--- src/rtl/tiny_fir_tap_loader.sv ---
// Coefficient store plus streaming loader that pushes G_NUM_TAPS taps into a FIR programming port.
// Optional done-wait timeout enabled by defining TINY_FIR_TAP_LOADER_TIMEOUT_EN.
module tiny_fir_tap_loader #(
   parameter int unsigned G_NUM_TAPS       = 16,
   parameter int unsigned G_TAP_WIDTH      = 16,
   parameter int unsigned G_TIMEOUT_CYCLES = 1024
) (
   input  logic                          clk,
   input  logic                          reset,
   input  logic                          enable,
   input  logic [$clog2(G_NUM_TAPS)-1:0] cfg_addr,
   input  logic [G_TAP_WIDTH-1:0]        cfg_data,
   input  logic                          cfg_wr,
   input  logic                          start,
   output logic                          busy,
   output logic                          load_done,
   output logic                          error,
   output logic [G_TAP_WIDTH-1:0]        tap_dout,
   output logic                          tap_dout_valid,
   input  logic                          tap_dout_ready,
   input  logic                          tap_dout_done
);

   localparam int unsigned IdxW = $clog2(G_NUM_TAPS);
   localparam logic [IdxW-1:0] LastIdx = IdxW'(G_NUM_TAPS - 1);

   if ((G_NUM_TAPS < 2) || ((G_NUM_TAPS & (G_NUM_TAPS - 1)) != 0) || (G_TIMEOUT_CYCLES == 0))
   begin : g_bad_params
      $error("tiny_fir_tap_loader: invalid parameter set");
   end

   typedef enum logic [2:0] {
      SM_IDLE,
      SM_SEND,
      SM_WAIT_DONE,
      SM_DONE,
      SM_ERROR
   } state_e;

   state_e                 state_q, state_d;
   logic [IdxW-1:0]        idx_q, idx_d;
   logic [G_TAP_WIDTH-1:0] tap_q, tap_d;
   logic                   valid_q, valid_d;
   logic [G_TAP_WIDTH-1:0] coef_q [G_NUM_TAPS];
   logic [IdxW-1:0]        idx_nxt;
   logic                   cfg_we;

`ifdef TINY_FIR_TAP_LOADER_TIMEOUT_EN
   localparam int unsigned CntW = $clog2(G_TIMEOUT_CYCLES + 1);
   localparam logic [CntW-1:0] CntLast = CntW'(G_TIMEOUT_CYCLES - 1);
   logic [CntW-1:0] cnt_q, cnt_d;
   logic            err_q, err_d;
`endif

   assign busy           = (state_q == SM_SEND) || (state_q == SM_WAIT_DONE);
   assign load_done      = (state_q == SM_DONE);
   assign tap_dout       = tap_q;
   assign tap_dout_valid = valid_q;
   assign idx_nxt        = idx_q + IdxW'(1);
   assign cfg_we         = cfg_wr && !busy;

`ifdef TINY_FIR_TAP_LOADER_TIMEOUT_EN
   assign error = err_q;
`else
   assign error = 1'b0;
`endif

   // Storage is deliberately unreset; only the controller returns to a known state.
   always_ff @(posedge clk) begin
      if (cfg_we) begin
         coef_q[cfg_addr] <= cfg_data;
      end
   end

   always_ff @(posedge clk) begin
      if (reset) begin
         state_q <= SM_IDLE;
         idx_q   <= '0;
         tap_q   <= '0;
         valid_q <= 1'b0;
`ifdef TINY_FIR_TAP_LOADER_TIMEOUT_EN
         cnt_q   <= '0;
         err_q   <= 1'b0;
`endif
      end else begin
         state_q <= state_d;
         idx_q   <= idx_d;
         tap_q   <= tap_d;
         valid_q <= valid_d;
`ifdef TINY_FIR_TAP_LOADER_TIMEOUT_EN
         cnt_q   <= cnt_d;
         err_q   <= err_d;
`endif
      end
   end

   always_comb begin
      state_d = state_q;
      idx_d   = idx_q;
      tap_d   = tap_q;
      valid_d = valid_q;
`ifdef TINY_FIR_TAP_LOADER_TIMEOUT_EN
      cnt_d   = cnt_q;
      err_d   = err_q;
`endif
      if (!enable) begin
         state_d = SM_IDLE;
         idx_d   = '0;
         tap_d   = '0;
         valid_d = 1'b0;
`ifdef TINY_FIR_TAP_LOADER_TIMEOUT_EN
         cnt_d   = '0;
         err_d   = 1'b0;
`endif
      end else begin
         unique case (state_q)
            SM_IDLE, SM_DONE, SM_ERROR: begin
               if (start) begin
                  state_d = SM_SEND;
                  idx_d   = '0;
                  valid_d = 1'b1;
                  // A same-cycle write to tap 0 must be the value sent first.
                  tap_d   = (cfg_wr && (cfg_addr == '0)) ? cfg_data : coef_q[0];
`ifdef TINY_FIR_TAP_LOADER_TIMEOUT_EN
                  err_d   = 1'b0;
`endif
               end else if (state_q == SM_DONE) begin
                  state_d = SM_IDLE;
               end
            end
            SM_SEND: begin
               if (valid_q && tap_dout_ready) begin
                  if (idx_q == LastIdx) begin
                     valid_d = 1'b0;
                     state_d = SM_WAIT_DONE;
`ifdef TINY_FIR_TAP_LOADER_TIMEOUT_EN
                     cnt_d   = '0;
`endif
                  end else begin
                     idx_d = idx_nxt;
                     tap_d = coef_q[idx_nxt];
                  end
               end
            end
            SM_WAIT_DONE: begin
               if (tap_dout_done) begin
                  state_d = SM_DONE;
               end
`ifdef TINY_FIR_TAP_LOADER_TIMEOUT_EN
               else if (cnt_q == CntLast) begin
                  state_d = SM_ERROR;
                  err_d   = 1'b1;
               end else begin
                  cnt_d = cnt_q + CntW'(1);
               end
`endif
            end
            default: state_d = SM_IDLE;
         endcase
      end
   end

endmodule

--- config.mk ---
export PLATFORM = sky130hd
export DESIGN_NAME = tiny_fir_tap_loader
export DESIGN_NICKNAME = d
export VERILOG_FILES = /design/src/rtl/tiny_fir_tap_loader.sv
export SDC_FILE = /design/constraint.sdc
export NUM_CORES = 1
export LEC_CHECK = 0
export CORE_MARGIN = 2
export CORE_UTILIZATION = 40
export CTS_CLUSTER_DIAMETER = 200
export DETAILED_ROUTE_END_ITERATION = 10
export GPL_ROUTABILITY_DRIVEN = 0
export PLACE_DENSITY_LB_ADDON = 0.05
export SLEW_MARGIN = 30
export SYNTH_ARGS = -nofsm -noshare
export SYNTH_HDL_FRONTEND = slang
export SYNTH_SLANG_ARGS = --single-unit
--- constraint.sdc ---
create_clock -name clk -period 4.1 [get_ports clk]
set_input_delay 1.23 -clock clk [delete_from_list [all_inputs] [get_ports clk]]
set_output_delay 1.23 -clock clk [all_outputs]
set_load 0.02 [all_outputs]
==> results.sh, run 1 <==
export IMPL_drc_errors=0
export IMPL_clk_latency_ps=550
export IMPL_async_flop_share_pct=0
export IMPL_syn_inst=682
export IMPL_synth_edf_count=256
export IMPL_slowest_delay_ps=600
export IMPL_port_buffers=45
export IMPL_cp_end_kind="output pin"
export IMPL_multi_input_area_mm2=0.00287
export IMPL_fmax_ghz=0.294
export IMPL_root_buffer="clkbuf_16"
export IMPL_cts_tree="built"
export IMPL_avgRoutedWirePerCell_um=23.9
export IMPL_grt_pass1_vias=6538
export IMPL_io_pins=47
export IMPL_overflow=0
export IMPL_cts_sinks=279
export IMPL_fin_skew_ps=15.7
export IMPL_cts_hold_buf=0
export IMPL_dpl_hpwl_um=16600
export IMPL_slowest_stage="clkdlybuf4s50_1"
export IMPL_wirelength_um=27600
export IMPL_ir_worst_vdd_uv=291
export IMPL_die_area_mm2=0.0292
export IMPL_crit_chain="inv_1 -> ha_1 -> inv_1 -> clkdlybuf4s50_1"
export IMPL_synth_nets=714
export IMPL_die_w_um=171
export IMPL_numCtsBuffers=29
export IMPL_slew_headroom_pct=43.1
export IMPL_htree_levels=1
export IMPL_crit_type="reg -> out"
export IMPL_via_per_inst=5.51
export IMPL_nets=788
export IMPL_final_setup_worst_slack_ps=698
export IMPL_antenna_found_initial=0
export IMPL_final_setup_viol_count=0
export IMPL_start_kind="flip-flop"
export IMPL_finalCriticalPeriod_ps=3400
export IMPL_fillCellCount=2365
export IMPL_clk_pin_slew_ps=60
export IMPL_core_mm2=0.0276
export IMPL_ys_types=47
export IMPL_regArea_mm2=0.00815
export IMPL_antenna_left=0
export IMPL_drive_above_1_share_pct=19.9
export IMPL_cts_setup_buffers=0
export IMPL_leakagePower_nw=4.32
export IMPL_start_util_pct=40.3
export IMPL_grt_first_pass_wirelength_um=41100
export IMPL_routed_via_count=6377
export IMPL_grt_max_degree=64
export IMPL_drv_cap=0
export IMPL_outcome="finished, final reports clean"
export IMPL_die_h_um=171
export IMPL_setup_tns_ps=0
export IMPL_pre_cts_ws_ps=641
export IMPL_synth_ff_type="edfxtp_1"
export IMPL_ys_warnings_count=0
export IMPL_drv_slew=0
export IMPL_tightest_slew_ps=849
export IMPL_synth_avg_cell_area_um2=16.3
export IMPL_p_per_area_mw_per_mm2=464
export IMPL_finalCritPeriodShare_pct=83.0
export IMPL_post_cts_resized=0
export IMPL_worst_ep_required_time_ps=2870
export IMPL_hold_viol_final=0
export IMPL_clockBufferDepth=3
export IMPL_path_max_fanout=11
export IMPL_area_growth_pct=18.8
export IMPL_ys_ff_latch=279
export IMPL_rsz0062_at_grt="false"
export IMPL_grt_total_usage_pct=19.4
export IMPL_cp_arrival_ps=2170
export IMPL_rows=61
export IMPL_cpMostUsedCell="inv_1"
export IMPL_diodes=0
export IMPL_drtIter0Drc=606
export IMPL_hp_class="reg -> reg"
export IMPL_synth_cell_area_mm2=0.0111
export IMPL_synth_sequential_area_ratio_pct=73.1
export IMPL_drtPass1Iterations=5
synth_stat cells, types with 2 or more instances:
cell type	count	share of area [%]
ha_1	5	0.56
a32oi_1	13	1.0
buf_1	2	0.067
inv_1	3	0.10
buf_2	8	0.36
edfxtp_1	256	69
nand4_1	4	0.22
mux4_2	48	9.7
a2bb2oi_1	3	0.24
o22ai_1	3	0.17
xnor2_1	2	0.16
clkbuf_1	23	0.77
o2111ai_1	13	1.0
nor3_1	5	0.22
nand2_1	119	4.0
dfxtp_1	23	4.1
o21ai_1	15	0.67
nand4b_1	2	0.16
a22oi_1	3	0.20
nand2b_1	6	0.34
mux2i_1	4	0.36
and2_1	2	0.11
nand3_1	33	1.5
a211o_1	12	0.94
nor2b_1	4	0.22
and3_1	13	0.73
buf_4	6	0.40
nor2_1	23	0.77
a21oi_1	11	0.49
registers in the layout, summed over array words and instances, names as in the netlist:
register,flops
tap_dout,16
tap_dout_valid,1
coef_q,256
idx_q,4
state_q,2
worst max-delay path, delay by kind of cell (launching register included):
| kind | cells | cell delay (ps) |
|---|---|---|
| fa+ha+maj | 1 | 460 |
| flops | 1 | 410 |
| buf+inv | 3 | 760 |
power breakdown:
group / leakage [nW] / switching [W] / internal, W / total, W
logic: 1.34 / 0.000191 / 0.000115 / 0.000306
registers: 2.50 / 0.0000199 / 0.00315 / 0.00317
clock network: 0.481 / 0.00107 / 0.00158 / 0.00266
area by class of cell:
type | count | area share [%]
multi-input combinational | 361 | 21.7
timing repair buffer | 82 | 5.69
tap | 378 | 3.57
clock buffer | 34 | 5.78
inverter | 3 | 0.0851
clock inverter | 20 | 1.58
sequential | 279 | 61.6
per-stage QoR:
step / total power [W] / cells / cell area (um2) / util [%] / hold WS [ps]
final: 0.00614 / 1157 / 13200 / 47.9 / 495
after global routing: 0.00632 / 1157 / 13200 / 47.9 / 514
after CTS: 0.00620 / 1157 / 13200 / 47.9 / 500
after detailed placement: 0.00354 / 1103 / 12300 / 44.4 / 486
after global placement: 0.00353 / 1103 / 12300 / 44.4 / 471
after floorplan: 0.00337 / 682 / 11100 / - / 508
placed cells by master, fill, tap and decap left out, drive strengths merged, types with 5 or more instances in the layout:
cell and instances:
clkbuf 34, buf 37, clkinv 13, o2111ai 13
nor3 5, edfxtp 256, nor2 23, nand2b 6
a211o 12, and3 13, nand3 33, ha 5
clkdlybuf4s50 45, a32oi 13, a21oi 11, dfxtp 23
nand2 120, mux4 48, o21ai 16
path summary, 6_finish.rpt:
| path | start | endpoint | slack (ps) | cells after the start |
|---|---|---|---|---|
| max reg2reg | idx_q[0]$_SDFFE_PP0P_ | tap_dout[13]$_SDFFE_PP0P_ | 1330 | 7 |
| min reg2reg | tap_dout[3]$_SDFFE_PP0P_ | tap_dout[3]$_SDFFE_PP0P_ | 490 | 2 |
| min | tap_dout[3]$_SDFFE_PP0P_ | tap_dout[3]$_SDFFE_PP0P_ | 490 | 2 |
| max | state_q[0]$_SDFFE_PP0P_ | busy | 700 | 4 |
layer usage:
layer  vias to the layer above  track usage (%)  wire length [um]
met5                         -                0                 0
met4                         0             4.83               470
met3                        33             2.20              1360
met2                       195             31.7             13200
met1                      3311             27.9             12600
li1                       2838                -                 -
kinds of logic after synthesis:
group	after synthesis	share of synthesized area, %
and+or+nand+nor	216	8.66
adders and majority gates	5	0.561
AOI/OAI and AO/OA	82	5.38
xor gates and xnor gates	4	0.382
other	1	0.0337
muxes	53	10.2
buffers and inverters	42	1.71
DFF	279	73.1
Power figures use the tool's default switching activity.
==> run 2, diff against run 1 <==
- clock period: 4.1 -> 2.92 ns (I/O delays scaled with it)
==> run 2 against run 1 <==
Against the previous run: routed wire length grew 0.59%; clock skew grew 5.0 ps; power grew 41%; combinational power is 52% higher; sequential power is 40% higher; largest power group unchanged; highest routed layer unchanged.
==> results.sh, run 2 (synthesis results as in run 1) <==
export IMPL_die_area_mm2=0.0292
export IMPL_use_met2_pct=32.0
export IMPL_crit_family="buffers and inverters"
export IMPL_cts_sinks=279
export IMPL_placed_area_mm2=0.0127
export IMPL_start_util_pct=40.3
export IMPL_stdcell_area_mm2=0.0137
export IMPL_diodes=0
export IMPL_htree_levels=1
export IMPL_crit_chain="ha_1 -> clkdlybuf4s50_1"
export IMPL_top_register="coef_q"
export IMPL_clockBufferDepth=3
export IMPL_cp_end_kind="output pin"
export IMPL_drive_above_1_share_pct=22.7
export IMPL_grt_total_usage_pct=19.5
export IMPL_grt_pass1_vias=6672
export IMPL_die_h_um=171
export IMPL_root_buffer="clkbuf_16"
export IMPL_finalCritPeriodShare_pct=91.4
export IMPL_drv_cap=0
export IMPL_clk_pin_slew_ps=60
export IMPL_final_common_cell="edfxtp_1"
export IMPL_drc_errors=0
export IMPL_drv_slew=0
export IMPL_via_per_inst=5.38
export IMPL_grt_max_degree=58
export IMPL_cp_arrival_ps=1790
export IMPL_slowest_delay_ps=620
export IMPL_cts_setup_buffers=0
export IMPL_most_common_layout_cells="256 x edfxtp_1, 119 x nand2_1, 48 x mux4_2"
export IMPL_tightest_slew_ps=755
export IMPL_io_pins=47
export IMPL_post_cts_resized=1
export IMPL_final_setup_viol_count=0
export IMPL_busiest_layer="met2"
export IMPL_leakagePower_nw=4.52
export IMPL_wirelength_um=27800
export IMPL_area_growth_pct=22.7
export IMPL_dpl_hpwl_um=17300
export IMPL_antenna_found_initial=0
export IMPL_grt_first_pass_wirelength_um=41500
export IMPL_finalCriticalPeriod_ps=2670
export IMPL_port_buffers=45
export IMPL_setup_tns_ps=0
export IMPL_hp_class="reg -> reg"
export IMPL_core_mm2=0.0276
export IMPL_antenna_left=0
export IMPL_nets=817
export IMPL_fin_skew_ps=20.7
export IMPL_start_kind="flip-flop"
export IMPL_routed_via_count=6383
export IMPL_grtUsageMet1_pct=27.6
export IMPL_grtUsageMet3_pct=3.08
export IMPL_drtPass1Iterations=5
export IMPL_numCtsBuffers=30
export IMPL_outcome="finished, final reports clean"
export IMPL_rows=61
export IMPL_crit_type="reg -> out"
export IMPL_p_per_area_mw_per_mm2=634
export IMPL_largest_reg_flops=256
export IMPL_worst_ep_required_time_ps=2040
export IMPL_slowest_stage="clkdlybuf4s50_1"
export IMPL_avgRoutedWirePerCell_um=23.4
export IMPL_overflow=0
export IMPL_cts_hold_buf=0
export IMPL_slew_headroom_pct=49.7
export IMPL_worst_path_buf_inv=1
export IMPL_rsz0062_at_grt="false"
export IMPL_clk_latency_ps=550
export IMPL_drtIter0Drc=548
export IMPL_die_w_um=171
export IMPL_hold_viol_final=0
export IMPL_fmax_ghz=0.375
export IMPL_cts_tree="built"
export IMPL_ir_worst_vdd_uv=371
export IMPL_path_max_fanout=5
[run 2: cell types whose count changed in the layout (fill, tap and decap cells not counted), sizes merged]
| cell | delta |
|---|---|
| dlygate4sd2 | +1 |
| inv | -1 |
| buf | +28 |
| bufinv | -1 |
| clkinv | +4 |
| clkdlybuf4s50 | -1 |
[run 2: worst paths after layout]
check	cells past startpoint	slack [ps]	end	startpoint
hold / removal	2	480	tap_dout[3]$_SDFFE_PP0P_	tap_dout[3]$_SDFFE_PP0P_
hold reg to reg	2	480	tap_dout[3]$_SDFFE_PP0P_	tap_dout[3]$_SDFFE_PP0P_
setup / recovery	2	250	load_done	state_q[0]$_SDFFE_PP0P_
setup reg to reg	6	490	tap_dout[10]$_SDFFE_PP0P_	idx_q[0]$_SDFFE_PP0P_
[run 2: final cells by class]
class	instances	area, um2
multi-input cells	361	2870
inverters	3	11.3
flip-flops and latches	279	8150
fillers	2360	14000
well taps	378	473
clock inverters	22	183
clock buffers	34	807
repair buffers	110	1170
[run 2: through the flow]
stage | utilization (%) | instances | total power (W) | hold slack, ps | worst slack [ps]
after global placement | 45.9 | 1131 | 0.00499 | 463 | 99.4
final | 49.5 | 1187 | 0.00867 | 478 | 252
after detailed placement | 45.9 | 1131 | 0.00500 | 474 | 70.9
after CTS | 49.5 | 1187 | 0.00876 | 483 | 224
after floorplan | - | 682 | 0.00473 | 508 | 76.4
after global routing | 49.5 | 1187 | 0.00894 | 505 | 184
[run 2: tightest hold or removal path, cell delays in order (launching register included)]
cell	delay, ps
dfxtp_1	310
nand3_1	60
o31ai_1	60
[run 2: layer usage]
layer | routed length [um] | part of all wire, %
met5 | 0 | 0
met4 | 449 | 1.6
met3 | 1410 | 5.1
met1 | 12600 | 45
met2 | 13300 | 48
[run 2: power breakdown]
| part | leakage [nW] | internal, W | switching [W] |
|---|---|---|---|
| sequential | 2.50 | 0.00442 | 0.0000244 |
| combinational | 1.53 | 0.000188 | 0.000277 |
| clock | 0.493 | 0.00223 | 0.00152 |
